## config.mk

```make
export PLATFORM = sky130hd
export DESIGN_NAME = skinny_subcells_seq_flat
export DESIGN_NICKNAME = d
export VERILOG_FILES = /design/src/rtl/skinny_pkg.sv /design/src/rtl/skinny_subcells_seq_if.sv /design/src/rtl/skinny_subcells_seq_sbox.sv /design/src/rtl/skinny_subcells_seq.sv /design/src/flat_wrapper.sv
export SDC_FILE = /design/constraint.sdc
export NUM_CORES = 1
export LEC_CHECK = 0
export BUFFER_PORTS_ARGS = -buffer_cell sky130_fd_sc_hd__buf_2
export CORE_AREA = 2 2 128 105
export DETAILED_ROUTE_END_ITERATION = 7
export DIE_AREA = 0 0 130 107
export PLACE_DENSITY_LB_ADDON = 0.25
export SLEW_MARGIN = 20
export SYNTH_ARGS = -nofsm -noshare
export SYNTH_HDL_FRONTEND = slang
export SYNTH_SLANG_ARGS = --single-unit
```

## constraint.sdc

```tcl
create_clock -name clk -period 5.9 [get_ports clk]
set_input_delay 0 -clock clk [delete_from_list [all_inputs] [get_ports clk]]
set_output_delay 0 -clock clk [all_outputs]
set_load 0.1 [all_outputs]
```

## src/rtl/skinny_pkg.sv

```systemverilog
// Shared Skinny-128 datapath constants, FSM encodings and cell/state types.
// The round controller imports the same encodings.
package skinny_pkg;

  localparam int CELL_W    = 8;
  localparam int NUM_CELLS = 16;
  localparam int STATE_W   = 128;
  localparam int CNT_W     = $clog2(NUM_CELLS);

  typedef enum logic [1:0] {
    ST_IDLE = 2'd0,
    ST_RUN  = 2'd1,
    ST_DONE = 2'd2
  } fsm_state_e;

  typedef logic [CELL_W-1:0]  cell_t;
  typedef logic [STATE_W-1:0] state_t;
  typedef logic [CNT_W-1:0]   cnt_t;

endpackage

```

## src/rtl/skinny_subcells_seq_if.sv

```systemverilog
// Upstream/downstream valid-ready bundle of the byte-serial SubCells sequencer.
// The slave side belongs to the sequencer; the master side to whoever drives it.
interface skinny_subcells_seq_if;
  import skinny_pkg::*;

  logic   in_valid;
  logic   in_ready;
  state_t in_state;
  logic   abort;
  logic   out_valid;
  logic   out_ready;
  state_t out_state;
  logic   busy;
  cnt_t   cell_idx;

  modport master (
    output in_valid,
    output in_state,
    output abort,
    output out_ready,
    input  in_ready,
    input  out_valid,
    input  out_state,
    input  busy,
    input  cell_idx
  );

  modport slave (
    input  in_valid,
    input  in_state,
    input  abort,
    input  out_ready,
    output in_ready,
    output out_valid,
    output out_state,
    output busy,
    output cell_idx
  );

endinterface

```

## src/rtl/skinny_subcells_seq_sbox.sv

```systemverilog
// Combinational 8-bit Skinny S-box: four NOR/XOR mixing layers joined by a
// fixed bit permutation, with bits 1 and 2 exchanged at the very end.
module skinny_subcells_seq_sbox
  import skinny_pkg::*;
(
  input  cell_t din,
  output cell_t dout
);

  function automatic cell_t sbox_mix(cell_t x);
    cell_t y;
    y    = x;
    y[0] = x[0] ^ ~(x[3] | x[2]);
    y[4] = x[4] ^ ~(x[7] | x[6]);
    return y;
  endfunction

  function automatic cell_t sbox_perm(cell_t x);
    return {x[2], x[1], x[7], x[6], x[4], x[0], x[3], x[5]};
  endfunction

  cell_t work;

  always_comb begin
    work = din;
    for (int r = 0; r < 4; r++) begin
      work = sbox_mix(work);
      if (r < 3) begin
        work = sbox_perm(work);
      end
    end
    dout = {work[7:3], work[1], work[2], work[0]};
  end

endmodule

```

## src/rtl/skinny_subcells_seq.sv

```systemverilog
// Byte-serial SubCells: rotates the 128-bit state left one cell per cycle,
// feeding the leaving top cell through one shared S-box into the bottom slot.
module skinny_subcells_seq
  import skinny_pkg::*;
#(
  parameter int NUM_CELLS = skinny_pkg::NUM_CELLS,
  parameter int CELL_W    = skinny_pkg::CELL_W
) (
  input  logic                 clk,
  input  logic                 rst,
  skinny_subcells_seq_if.slave bus
);

  localparam int CNT_BITS = $clog2(NUM_CELLS);
  localparam int ST_BITS  = NUM_CELLS * CELL_W;

  fsm_state_e          st_q, st_d;
  logic [ST_BITS-1:0]  state_q, state_d;
  logic [CNT_BITS-1:0] cnt_q, cnt_d;
  logic                in_ready_q, in_ready_d;
  logic                out_valid_q, out_valid_d;
  logic                busy_q, busy_d;
  logic [CELL_W-1:0]   sbox_out;

  skinny_subcells_seq_sbox u_sbox (
    .din  (state_q[ST_BITS-1 -: CELL_W]),
    .dout (sbox_out)
  );

  always_comb begin
    st_d    = st_q;
    state_d = state_q;
    cnt_d   = cnt_q;
    unique case (st_q)
      ST_IDLE: begin
        if (!bus.abort && bus.in_valid) begin
          st_d    = ST_RUN;
          state_d = bus.in_state;
          cnt_d   = '0;
        end
      end
      ST_RUN: begin
        // abort freezes the partially substituted state where it is
        if (bus.abort) begin
          st_d  = ST_IDLE;
          cnt_d = '0;
        end else begin
          state_d = {state_q[ST_BITS-CELL_W-1:0], sbox_out};
          cnt_d   = cnt_q + 1'b1;
          if (cnt_q == CNT_BITS'(NUM_CELLS - 1)) begin
            st_d = ST_DONE;
          end
        end
      end
      ST_DONE: begin
        if (bus.abort || bus.out_ready) begin
          st_d  = ST_IDLE;
          cnt_d = '0;
        end
      end
      default: begin
        st_d  = ST_IDLE;
        cnt_d = '0;
      end
    endcase

    in_ready_d  = (st_d == ST_IDLE);
    out_valid_d = (st_d == ST_DONE);
    busy_d      = (st_d == ST_RUN) || (st_d == ST_DONE);
  end

  always_ff @(posedge clk or posedge rst) begin
    if (rst) begin
      st_q        <= ST_IDLE;
      state_q     <= '0;
      cnt_q       <= '0;
      in_ready_q  <= 1'b1;
      out_valid_q <= 1'b0;
      busy_q      <= 1'b0;
    end else begin
      st_q        <= st_d;
      state_q     <= state_d;
      cnt_q       <= cnt_d;
      in_ready_q  <= in_ready_d;
      out_valid_q <= out_valid_d;
      busy_q      <= busy_d;
    end
  end

  assign bus.in_ready  = in_ready_q;
  assign bus.out_valid = out_valid_q;
  assign bus.busy      = busy_q;
  assign bus.out_state = state_q;
  assign bus.cell_idx  = (st_q == ST_RUN) ? cnt_q : '0;

endmodule
```

## src/flat_wrapper.sv

```systemverilog
// flat-port wrapper written by rule: the top's interface ports become plain ports
module skinny_subcells_seq_flat import skinny_pkg::*;
#(
  parameter int NUM_CELLS = skinny_pkg::NUM_CELLS,
  parameter int CELL_W    = skinny_pkg::CELL_W
)
  (clk, rst, bus_in_valid, bus_in_state, bus_abort, bus_out_ready, bus_in_ready, bus_out_valid, bus_out_state, bus_busy, bus_cell_idx);
  skinny_subcells_seq_if bus_i ();
  input  logic clk;
  input  logic rst;
  input wire logic [$bits(bus_i.in_valid)-1:0] bus_in_valid;
  input wire logic [$bits(bus_i.in_state)-1:0] bus_in_state;
  input wire logic [$bits(bus_i.abort)-1:0] bus_abort;
  input wire logic [$bits(bus_i.out_ready)-1:0] bus_out_ready;
  output wire logic [$bits(bus_i.in_ready)-1:0] bus_in_ready;
  output wire logic [$bits(bus_i.out_valid)-1:0] bus_out_valid;
  output wire logic [$bits(bus_i.out_state)-1:0] bus_out_state;
  output wire logic [$bits(bus_i.busy)-1:0] bus_busy;
  output wire logic [$bits(bus_i.cell_idx)-1:0] bus_cell_idx;
  assign bus_i.in_valid = bus_in_valid;
  assign bus_i.in_state = bus_in_state;
  assign bus_i.abort = bus_abort;
  assign bus_i.out_ready = bus_out_ready;
  assign bus_in_ready = bus_i.in_ready;
  assign bus_out_valid = bus_i.out_valid;
  assign bus_out_state = bus_i.out_state;
  assign bus_busy = bus_i.busy;
  assign bus_cell_idx = bus_i.cell_idx;
  skinny_subcells_seq #(.NUM_CELLS(NUM_CELLS), .CELL_W(CELL_W)) u_core (.clk(clk), .rst(rst), .bus(bus_i));
endmodule
```

== After elaboration in Yosys (flattened, before gate mapping) ==
Index checks and enable logic that the tools add are counted.

* Output and inout bits: 135
* Logic and storage cells: 61
* Input bits: 133
* Bits in registers: 137

* Bitwise gates (word level): 24
* Mux-type cells: 13
* Reduce and logical (&&, ||, !) cells: 9
* Add/subtract/negate cells: 1
* Equality and inequality tests: 8

{| class="wikitable"
|+ Operators by type and width
! cell !! number
|-
| 2-to-1 mux 128 bit || 2
|-
| case mux 128 bit (2 select lines) || 1
|-
| 2-to-1 mux 4 bit || 4
|-
| case mux 4 bit (3 select lines) || 1
|-
| 2-to-1 mux 2 bit || 4
|-
| inverter 1 bit || 8
|-
| OR 1 bit || 8
|-
| XOR 1 bit || 8
|-
| case mux 2 bit (3 select lines) || 1
|-
| adder 4 x 1 -> 4 bit (second input constant) || 1
|-
| equality test 2 x 1 -> 1 bit (second input constant) || 2
|-
| equality test 2 bit (second input constant) || 2
|-
| equality test 4 bit (second input constant) || 1
|-
| zero test 2 bit || 2
|-
| inequality test 2 x 1 -> 1 bit (second input constant) || 2
|-
| AND reduction 3 bit || 1
|-
| logical OR 1 bit || 2
|-
| inequality test 2 bit (second input constant) || 1
|-
| AND reduction 2 bit || 1
|-
| nonzero test 2 bit || 1
|-
| logical AND 1 bit || 1
|-
| zero test 1 bit || 1
|}

== Longest topological paths before layout ==
Gate-level depths: netlist of run 1.

* Depth after elaboration: 14
* Gate-level depth with buffers: 7
* Depth with buffers taken out: 7

== Hierarchy ==
Synthesis of run 1 repeated with hierarchy kept, for this count alone.

* Cells, all modules: 481
* Area total of the unflattened synthesis: 6,990.5 µm²

{| class="wikitable"
|+ Modules (own cells, without submodules)
! module !! cells an instance !! instances !! area each (µm²) !! seq. area each (µm²)
|-
| skinny_subcells_seq || 453 || 1 || 6,796.5 || 3,429.5
|-
| skinny_subcells_seq_sbox || 28 || 1 || 193.9 || 0.0
|}

== Least setup slack after synthesis of run 1 ==
No wires, ideal clock.

* Path kind: flip-flop to flip-flop
* Start point: reg u_core.state_q[127] (netlist: u_core.bus.out_state[127])
* End point: reg u_core.state_q[0] (netlist: u_core.bus.out_state[0])
* Setup slack: 3.429 ns
* Required time: 5.777 ns
* Data arrival time: 2.348 ns
* Setup time: 0.123 ns
* Path buffers: 0
* Cell stages (with the launch flop): 7
* Period minus slack after synthesis: 2.471 ns
* Cell sequence: dfrtp_1 -> nor3_1 -> nor4_4 -> mux2i_1 -> mux2i_1 -> mux2i_1 -> nand2_1

* Cells in the longest elaborated chain, start to end: 14

{| class="wikitable"
|+ Ends and longest elaborated chain
! what !! RTL line !! RTL
|-
| start: declaration || skinny_subcells_seq.sv:18 || <nowiki>logic [ST_BITS-1:0] state_q, state_d;</nowiki>
|-
| start signal: assignment || skinny_subcells_seq.sv:82 || <nowiki>state_q <= state_d;</nowiki>
|-
| OR 1 bit || skinny_subcells_seq_sbox.sv:14 || <nowiki>y[4] = x[4] ^ ~(x[7] | x[6]);</nowiki>
|-
| inverter 1 bit || skinny_subcells_seq_sbox.sv:14 ||
|-
| XOR 1 bit || skinny_subcells_seq_sbox.sv:14 ||
|-
| OR 1 bit || skinny_subcells_seq_sbox.sv:13 || <nowiki>y[0] = x[0] ^ ~(x[3] | x[2]);</nowiki>
|-
| inverter 1 bit || skinny_subcells_seq_sbox.sv:13 ||
|-
| XOR 1 bit || skinny_subcells_seq_sbox.sv:13 ||
|-
| OR 1 bit || skinny_subcells_seq_sbox.sv:13 ||
|-
| inverter 1 bit || skinny_subcells_seq_sbox.sv:13 ||
|-
| XOR 1 bit * || skinny_subcells_seq_sbox.sv:13 ||
|-
| OR 1 bit * || skinny_subcells_seq_sbox.sv:13 ||
|-
| inverter 1 bit * || skinny_subcells_seq_sbox.sv:13 ||
|-
| XOR 1 bit * || skinny_subcells_seq_sbox.sv:13 ||
|-
| 2-to-1 mux 128 bit * || skinny_subcells_seq.sv:44 || <nowiki>if (bus.abort) begin</nowiki>
|-
| case mux 128 bit (2 select lines) * || skinny_subcells_seq.sv:34 || <nowiki>unique case (st_q)</nowiki>
|}

Every way passes the cells marked *; elsewhere a longest branch is shown, timed or not. The select of a mux whose other input is x is not followed.
A chain may end at the register's enable or synchronous reset.

== Worst setup path after layout of run 1 ==
* Start point: reg u_core.st_q[0]
* End point: reg u_core.state_q[0] (netlist: u_core.bus.out_state[0])

* Cells in the longest elaborated chain, start to end: 3
* Elaborated cells between the ends (all ways): 7
* Classes of those cells: eq/ne (3); mux (1); reduce/logical (3)

{| class="wikitable"
|+ Ends and longest elaborated chain
! what !! RTL line !! RTL
|-
| start: declaration || skinny_subcells_seq.sv:17 || <nowiki>fsm_state_e st_q, st_d;</nowiki>
|-
| start signal: assignment || skinny_subcells_seq.sv:81 || <nowiki>st_q <= st_d;</nowiki>
|-
| equality test 2 x 1 -> 1 bit / zero test 2 bit (equally long branches) || skinny_subcells_seq.sv:34 ||
|-
| inequality test 2 bit (no line), or another cell as far along || -- ||
|-
| AND reduction 3 bit (no line) || -- ||
|}

Parallel ways exist; a longest one is shown, timed or not.

==> out/metrics.cfg, run 1 <==
[clocking]
clk_path_buf_depth = 2
cts_root_buf = clkbuf_16
holdBufCountCts = 129
post_cts_resized = 0
cts_tree = yes
clock_sinks = 137
insertion_delay_ns = 0.42
post-cts-setup-buffers = 0
path_clk_slew_ns = 0.06
cts_made_buffers = 17
h-tree-depth = 4

[power]
peakVddDrop_mv = 0.268
pwr_density_cell_nw_per_um2 = 424
power_mw = 4.14
leakage_nw = 5.07

[run_status]
outcome = finished clean

[placement]
portBuffers = 267
routabilityCongestion = 0.913
dpl_cell_area_um2 = 7890
place_inst = 1034
dp_hpwl_um = 12800

[timing]
slew_headroom = 0.329
rsz0062_at_grt = false
hold_viol_final = 0
finalSetupViolCount = 0
max_clock_freq_mhz = 399
finalSetupTns_ns = 0
worst_slew_pin_slew_ns = 1.01
period_share = 0.425
layout_min_cycle_time_ns = 2.50
final_max_slew_viol_count = 0
finClkSkew_ns = 0.00691

[global_route]
grt_usage = 0.302
grt_max_degree = 137
overflow = 0
grt_pass1_vias = 6425
grt_pass1_wl_um = 32100
antenna_found_initial = 0

[final_layout]
drive_above_1_share = 0.307
diodes = 0
final.fill_count = 799
design_area_um2 = 9760
area_growth_pct = 50.6
final_cells = 1195
layout.nets = 1143

[floorplanning]
rows = 37
core_um2 = 12600
dieArea_um2 = 13900
start_util = 0.513
ios = 268
die_y_um = 107
fp.dieW_um = 130

[setup_path]
r2r-start = u_core.st_q[0]
crit_fanout = 88
critPathArrivalTime_ns = 2.81
cp-startpoint = u_core.st_q[0]
crit_required_ns = 6.20
end_kind = register
critical_path_class = register to register
worstReg2RegEnd = u_core.bus.out_state[0]
r2r_slack_ns = 3.40
cp-start-kind = register
critical_path.endpoint = u_core.bus.out_state[0]
r2r_cells = 6

[synth]
syn_nets = 768
ys_top_cells_by_count = dfrtp_1 (136), nand2_1 (129), mux2i_1 (124)
synth_top_flop_cell = dfrtp_1
yosysSeqAreaShare = 0.529
async_reset_ff_frac = 1.00
synthCells = 632
synth_most_common_cell = dfrtp_1
synth_area_leaders = dfrtp_1 (53%), mux2i_1 (19%), o21ai_0 (8.3%)
yosys.area.top_type = dfrtp_1
synth-seq-cells = 137
ys_warn_count = 0
synth_area_um2 = 6480
synth_edf_count = 0
synth_top_cell_area_share = 0.525
syn_area_per_cell_um2 = 10.3
ys_types = 38

[drt]
ant_nets = 0
wl_per_cell_um = 17.4
vias = 6297
drc = 0
vias_per_cell = 5.27
drt_iter0_markers = 384
routed_wl_um = 20800
first_pass_iters = 7

[worst_hold_path]
hold_path.class = input pin to register

[job]
maxCapViolCount = 0

## state kept, by name (all words and copies together), names as in the netlist
signal and cells:
u_core.st_q 2, u_core.bus.in_ready 1, u_core.bus.out_state 128, u_core.bus.busy 1, u_core.cnt_q 4, u_core.bus.out_valid 1
## power by group
| part | internal, mW | switching [mW] | total, mW |
|---|---|---|---|
| clock | 0.639 | 0.400 | 1.04 |
| sequential | 1.10 | 0.159 | 1.26 |
| combinational | 0.346 | 1.50 | 1.85 |
| total | 2.08 | 2.06 | 4.14 |
## how the worst min path moves through the flow
stage                         start                       end  slack (ns)  cells past startpoint
detailed placement              rst  u_core.bus.out_state[31]        0.20                      2
global placement                rst  u_core.bus.out_state[34]        0.19                      2
finish                bus_out_ready            u_core.st_q[1]        0.06                      5
floorplan           bus_in_state[3]   u_core.bus.out_state[3]        0.18                      2
CTS                 bus_in_state[7]   u_core.bus.out_state[7]        0.04                      4
global route          bus_out_ready            u_core.st_q[1]        0.08                      5
## per-stage QoR
stage                     hold WS, ns  utilization  worst slack, ns
after global routing           0.0842        0.772             3.18
after CTS                      0.0443        0.772             3.40
final                          0.0640        0.772             3.40
after floorplan                 0.178            -             2.23
after global placement          0.192        0.624             3.48
after detailed placement        0.202        0.624             3.43
## cell type report
cell class,instances,area [µm²],area share
clock buffers,19,453,0.0464
clock inverters,13,128,0.0131
inverters,3,16.3,0.00167
multi-input cells,447,2840,0.291
flip-flops and latches,137,3430,0.351
well taps,175,219,0.0224
repair buffers,401,2680,0.274
## cell families after synthesis
| logic type | Yosys count | share of synthesized area |
|---|---|---|
| buffers and inverters | 48 | 0.0369 |
| adders and majority gates | 3 | 0.00579 |
| DFF | 137 | 0.529 |
| xor gates and xnor gates | 4 | 0.00541 |
| AOI/OAI and AO/OA | 149 | 0.121 |
| muxes | 125 | 0.193 |
| and+or+nand+nor | 166 | 0.108 |
## critical path: stages, from the launching register on
cell and delay (ns):
dfrtp_1 0.48, o21ai_4 0.68, buf_4 0.70, nor2_1 0.14, and2_1 0.20, mux2i_1 0.12, nand2_1 0.06
## per-layer routing
metal  track usage  share of wire  up-vias
met5             0              0        -
met4         0.142          0.039        0
met3        0.0903          0.071       65
met2         0.513           0.50      291
met1         0.350           0.39     3004
li1              -              -     2937
## placed cells by master, fill, tap and decap left out, types with 7 or more instances in the layout
| cell type | instances |
|---|---|
| clkinv_2 | 7 |
| mux2i_1 | 124 |
| buf_2 | 267 |
| o21ai_0 | 107 |
| dfrtp_1 | 136 |
| clkbuf_16 | 17 |
| o21ai_1 | 25 |
| nand2_1 | 129 |
| dlygate4sd3_1 | 129 |
| nor2_1 | 11 |
No activity file was read; power rests on OpenSTA's default activity.
==> inputs of run 2 (changes only) <==
--- a/config.mk
+++ b/config.mk
@@ -6,9 +6,9 @@
 export NUM_CORES = 1
 export LEC_CHECK = 0
 export BUFFER_PORTS_ARGS = -buffer_cell sky130_fd_sc_hd__buf_2
-export CORE_AREA = 2 2 128 105
+export CORE_AREA = 2 2 133 109
 export DETAILED_ROUTE_END_ITERATION = 7
-export DIE_AREA = 0 0 130 107
+export DIE_AREA = 0 0 135 111
 export PLACE_DENSITY_LB_ADDON = 0.25
 export SLEW_MARGIN = 20
 export SYNTH_ARGS = -nofsm -noshare
==> constraint.sdc (replaced) <==
create_clock -name clk -period 2.5 [get_ports clk]
set_input_delay 0 -clock clk [delete_from_list [all_inputs] [get_ports clk]]
set_output_delay 0 -clock clk [all_outputs]
set_load 0.1 [all_outputs]
==> run 2 against run 1 <==
Register-to-register slack worse by 3.2 ns; sequential power increased by 130%; via count down 3.3%; clock skew hardly changed; global-route usage fell by 3.0 points; fmax increased by 6.6%; critical endpoint is now u_core.bus.out_state[1]; largest power group unchanged.
==> out/metrics.cfg, run 2 (synthesized netlist as in run 1, its figures left out) <==
[placement]
dpl_cell_area_um2 = 8020  ; +1.7%
routabilityCongestion = 0.865  ; -5.2%
portBuffers = 267  ; unchanged
preCtsSetupSlack_ns = 0.505  ; -2.92 ns
dp_hpwl_um = 12200  ; -4.7%
place_inst = 1053  ; +1.8%

[timing]
finalSetupViolCount = 0  ; unchanged
whs_ns = 0.0335  ; -0.0305 ns
fin_ws_ns = 0.150  ; -3.25 ns
rsz0062_at_grt = false
layout_min_cycle_time_ns = 2.35  ; -0.154 ns
max_clock_freq_mhz = 426  ; +6.6%
finalSetupTns_ns = 0  ; unchanged
worst_slew_pin_slew_ns = 0.754  ; -0.252 ns
hold_viol_final = 0  ; unchanged
slew_headroom = 0.497  ; +0.168
final_max_slew_viol_count = 0  ; unchanged
period_share = 0.940  ; +0.516
finClkSkew_ns = 0.00666  ; -0.000257 ns

[global_route]
grt_usage = 0.272  ; -0.0297
grt_max_degree = 138  ; +0.73%
antenna_found_initial = 0  ; unchanged
overflow = 0  ; unchanged
grt_pass1_vias = 6251  ; -2.7%
grt_pass1_wl_um = 31900  ; -0.75%

[worst_hold_path]
hold_path.class = input pin to register
worstHoldPathCells = 4  ; -1

[power]
peakVddDrop_mv = 0.653  ; +140%
leakage_nw = 5.12  ; +0.98%
power_mw = 9.82  ; +140%
pwr_density_cell_nw_per_um2 = 990  ; +130%

[setup_path]
crit_buf_inv = 1  ; unchanged
crit_path_top_delay_cell = dlygate4sd3_1
critPathTopFamily = buffers and inverters
critical_path.endpoint = u_core.bus.out_state[1]
r2r-start = u_core.bus.out_state[127]
cp.depth = 7  ; +1
slowest_delay_ns = 0.56  ; -0.14 ns
crit_required_ns = 2.80  ; -3.40 ns
cp-startpoint = u_core.bus.out_state[127]
critPathArrivalTime_ns = 2.65  ; -0.16 ns
cp-start-kind = register
path_cells = o21a_1, nor4_4, mux2i_2, xor2_1, mux2i_1, o21ai_1, dlygate4sd3_1
worstReg2RegEnd = u_core.bus.out_state[1]
critical_path_class = register to register
r2r_cells = 7  ; +1
end_kind = register
r2r_slack_ns = 0.15  ; -3.25 ns
crit_fanout = 7  ; -92%

[final_layout]
drive_above_1_share = 0.314  ; +0.00740
layout_commonest_cell = buf_2
largest_reg_flops = 128  ; unchanged
fin_util = 0.716  ; -0.0565
final.fill_count = 1016  ; +27%
area_growth_pct = 53.1
final_cell_mix = buf_2 (267), dfrtp_1 (135), dlygate4sd3_1 (130)
diodes = 0  ; unchanged
final_cells = 1215  ; +1.7%
design_area_um2 = 9920  ; +1.6%
layout.nets = 1154  ; +0.96%

[drt]
met1_length_um = 8500  ; +5.1%
vias_per_cell = 5.01  ; -4.9%
route.met2.wl_um = 9610  ; -7.7%
vias = 6089  ; -3.3%
routed_wl_um = 19900  ; -4.3%
wl_per_cell_um = 16.4  ; -5.8%
dr_wl_met3_um = 1290  ; -13%
drt_iter0_markers = 345  ; -10%
dr.max_layer_used = met4
drc = 0  ; unchanged
first_pass_iters = 5  ; -2
ant_nets = 0  ; unchanged

[clocking]
cts_root_buf = clkbuf_16
post-cts-setup-buffers = 0  ; unchanged
clock_sinks = 137  ; unchanged
cts_tree = yes
insertion_delay_ns = 0.42  ; about the same
cts_made_buffers = 17  ; unchanged
clk_path_buf_depth = 2  ; unchanged
h-tree-depth = 4  ; unchanged
path_clk_slew_ns = 0.06  ; about the same

[floorplanning]
die_y_um = 111  ; +3.7%
start_util = 0.468  ; -0.0451
rows = 39  ; +5.4%
ios = 268  ; unchanged
dieArea_um2 = 15000  ; +7.7%
core_um2 = 13900  ; +9.7%
fp.dieW_um = 135  ; +3.8%

[job]
maxCapViolCount = 0  ; unchanged

[run_status]
outcome = finished clean

## run 2: cell types whose count changed in the layout (fill, tap and decap cells not counted), moves of 4 or more
cell / change
buf_12: +4
buf_4: +6
clkinv_2: -6
clkinvlp_4: +4
## run 2: where the power goes
part	switching, mW	internal (mW)	total, mW
sequential	0.361	2.59	2.95
clock	0.997	1.50	2.50
combinational	3.52	0.847	4.37
total	4.88	4.94	9.82
## run 2: repair_timing
item,in CTS,in global routing
hold endpoints to repair,266,0
setup endpoints to repair,0,1
hold buffers,130,0
gates resized for setup,0,2
## run 2: cell type report
type / count / area [µm²] / share of cell area
clock inverters: 13 / 146 / 0.0148
clock buffers: 19 / 443 / 0.0447
flip-flops and latches: 137 / 3430 / 0.346
repair buffers: 412 / 2810 / 0.284
inverters: 3 / 15.0 / 0.00151
multi-input cells: 447 / 2840 / 0.286
well taps: 184 / 230 / 0.0232
## run 2: how the worst min path moves through the flow
stage                              endpoint  slack (ns)             from
CTS                          u_core.st_q[1]        0.01    bus_out_ready
finish              u_core.bus.out_state[7]        0.03  bus_in_state[7]
floorplan           u_core.bus.out_state[3]        0.18  bus_in_state[3]
global placement    u_core.bus.out_state[3]        0.27  bus_in_state[3]
global route        u_core.bus.out_state[7]        0.06  bus_in_state[7]
detailed placement          u_core.bus.busy        0.28              rst
## run 2: per-layer routing
metal  up-vias  global-route usage
met2       212               0.449
met1      2871               0.342
met5         -                   0
li1       2959                   -
met3        47              0.0727
met4         0               0.106
## run 2: worst min-delay path, cell delays in order
cell      delay (ns)
buf_2           0.10
nor2_1          0.10
a211oi_1        0.06
a21o_1          0.15
==> inputs of run 3 (changes only) <==
--- a/config.mk
+++ b/config.mk
@@ -6,11 +6,12 @@
 export NUM_CORES = 1
 export LEC_CHECK = 0
 export BUFFER_PORTS_ARGS = -buffer_cell sky130_fd_sc_hd__buf_2
-export CORE_AREA = 2 2 133 109
+export CORE_AREA = 2 2 148 92
 export DETAILED_ROUTE_END_ITERATION = 7
-export DIE_AREA = 0 0 135 111
+export DIE_AREA = 0 0 150 94
 export PLACE_DENSITY_LB_ADDON = 0.25
 export SLEW_MARGIN = 20
 export SYNTH_ARGS = -nofsm -noshare
 export SYNTH_HDL_FRONTEND = slang
 export SYNTH_SLANG_ARGS = --single-unit
+export TNS_END_PERCENT = 10
==> constraint.sdc (replaced) <==
create_clock -name clk -period 2.9 [get_ports clk]
set_input_delay 0 -clock clk [delete_from_list [all_inputs] [get_ports clk]]
set_output_delay 0 -clock clk [all_outputs]
set_load 0.1 [all_outputs]
==> run 3 against run 2 <==
Utilization up 5.9 points; critical path depth down 1; critical endpoint is now u_core.bus.out_state[0]; sequential share of layout area up 0.39 points; sequential cell count unchanged; final area down 1.1%; register-to-register slack better by 0.64 ns; clock power down 14%; first-iteration DRC count down 6.1%; clock skew up 0.0027 ns; critical path type unchanged; fmax up 11%.
==> out/metrics.cfg, run 3 (synthesized netlist as in run 1, its figures left out) <==
[setup_path]
cp-startpoint = u_core.bus.out_state[122]
crit_path_top_delay_cell = dfrtp_1
critical_path_class = register to register
slowest_delay_ns = 0.50  ; -0.06 ns
cp-start-kind = register
cp.depth = 6  ; -1
crit_required_ns = 3.19  ; +0.39 ns
critPathTopFamily = multiplexers
r2r-start = u_core.bus.out_state[122]
r2r_cells = 6  ; -1
crit_fanout = 9  ; +2
crit_buf_inv = 0  ; -1
critPathArrivalTime_ns = 2.40  ; -0.25 ns
end_kind = register
path_cells = o21a_4, nor4_4, mux2i_1, mux2i_1, mux2i_1, nand2_1
cpMostUsedCell = mux2i_1

[power]
pwr_density_cell_nw_per_um2 = 863  ; -13%
power_mw = 8.46  ; -14%
clockPowerShare = 0.253  ; -0.002
sw_frac_of_total = 0.498  ; +0.00156
p_seq_frac = 0.302  ; about the same
peakVddDrop_mv = 0.739  ; +13%
p_sw_mw = 4.22  ; -14%
p_comb_frac = 0.445  ; about the same
leakage_nw = 5.08  ; -0.81%
power.internal_mw = 4.25  ; -14%

[drt]
vias = 6248  ; +2.6%
wl_per_cell_um = 17.2  ; +5.1%
drt_iter0_markers = 324  ; -6.1%
first_pass_iters = 4  ; -1
routed_wl_um = 20500  ; +3.0%
ant_nets = 0  ; unchanged
drc = 0  ; unchanged
vias_per_cell = 5.25  ; +4.7%

[floorplanning]
rows = 32  ; -18%
fp.dieW_um = 150  ; +11%
start_util = 0.512  ; +0.0446
ios = 268  ; unchanged
dieArea_um2 = 14100  ; -5.9%
die_y_um = 94  ; -15%
core_um2 = 12700  ; -8.7%

[job]
maxCapViolCount = 0  ; unchanged

[clocking]
clk_path_buf_depth = 2  ; unchanged
cts_root_buf = clkbuf_16
h-tree-depth = 4  ; unchanged
cts_made_buffers = 17  ; unchanged
post_cts_resized = 0  ; unchanged
holdBufCountCts = 128  ; -1.5%
clock_sinks = 137  ; unchanged
insertion_delay_ns = 0.41  ; about the same
cts_tree = yes
path_clk_slew_ns = 0.06  ; about the same
post-cts-setup-buffers = 0  ; unchanged

[timing]
period_share = 0.728  ; -0.212
worst_slew_pin_slew_ns = 0.739  ; -0.0156 ns
final_max_slew_viol_count = 0  ; unchanged
finalSetupViolCount = 0  ; unchanged
layout_min_cycle_time_ns = 2.11  ; -0.240 ns
rsz0062_at_grt = false
hold_viol_final = 0  ; unchanged
finClkSkew_ns = 0.00937  ; +0.00271 ns
max_clock_freq_mhz = 474  ; +11%
finalSetupTns_ns = 0  ; unchanged
slew_headroom = 0.507  ; +0.0104

[final_layout]
final_cell_mix = buf_2 (267), dfrtp_1 (136), nand2_1 (129)
design_area_um2 = 9810  ; -1.1%
layout.nets = 1145  ; -0.78%
area_growth_pct = 51.3
diodes = 0  ; unchanged
layout_commonest_cell = buf_2
largest_reg_flops = 128  ; unchanged
drive_above_1_share = 0.308  ; -0.00672
final.fill_count = 848  ; -17%

[worst_hold_path]
min_from = bus_abort
worstHoldPathCells = 3  ; -1
hold_path.class = input pin to register

[global_route]
grt_usage = 0.295  ; +0.0222
grt_max_degree = 138  ; unchanged
grt_pass1_vias = 6240  ; -0.18%
grt_pass1_wl_um = 32100  ; +0.74%
antenna_found_initial = 0  ; unchanged
overflow = 0  ; unchanged

[placement]
portBuffers = 267  ; unchanged
dp_hpwl_um = 12700  ; +4.0%
routabilityCongestion = 0.887  ; +2.5%
dpl_cell_area_um2 = 7940  ; -1.0%

[run_status]
outcome = finished clean

[run 3: final timing paths]
check,endpoint,slack [ns]
max in group asynchronous,u_core.bus.out_state[4],1.98
max,u_core.bus.out_state[0],0.79
min in group asynchronous,u_core.bus.out_state[118],0.35
min,u_core.st_q[1],0.02
min reg2reg,u_core.cnt_q[3],0.50
max reg2reg,u_core.bus.out_state[0],0.79
[run 3: per-layer routing]
metal  routed length [µm]  up-vias  global-route usage  share of wire
met5                    0        -                   0              0
met4                  411        0              0.0998          0.020
met3                 1510       41              0.0786          0.074
met2                10000      263               0.490           0.49
met1                 8560     2989               0.376           0.42
li1                     -     2955                   -              -
[run 3: final cells by class]
class	instances	area [µm²]	share of cell area
clock buffers	19	443	0.0452
clock inverters	12	140	0.0143
inverters	3	15.0	0.00153
flip-flops and latches	137	3430	0.350
well taps	170	213	0.0217
multi-input cells	447	2840	0.289
repair buffers	403	2730	0.278
[run 3: power groups by stage]
stage | clock (mW) | sequential, mW | combinational, mW
2_1_floorplan | 0 | 4.82 | 0.659
3_3_place_gp | 0 | 2.55 | 3.56
3_5_place_dp | 0 | 2.57 | 3.60
4_1_cts | 2.19 | 2.54 | 3.74
5_1_grt | 2.27 | 2.59 | 3.92
6_report | 2.14 | 2.55 | 3.77
[run 3: through the flow]
step           hold WS (ns)   util  cells  setup slack (ns)
2_1_floorplan         0.178      -    632             0.429
3_3_place_gp          0.265  0.628   1032             0.951
3_5_place_dp          0.288  0.628   1032             0.891
4_1_cts             0.00249  0.775   1191             0.813
5_1_grt              0.0394  0.775   1191             0.670
6_report             0.0179  0.775   1191             0.790
[run 3: worst register-to-register path, stage by stage (launching register included)]
cell	delay (ns)
dfrtp_1	0.50
o21a_4	0.29
nor4_4	0.26
mux2i_1	0.38
mux2i_1	0.30
mux2i_1	0.21
nand2_1	0.06
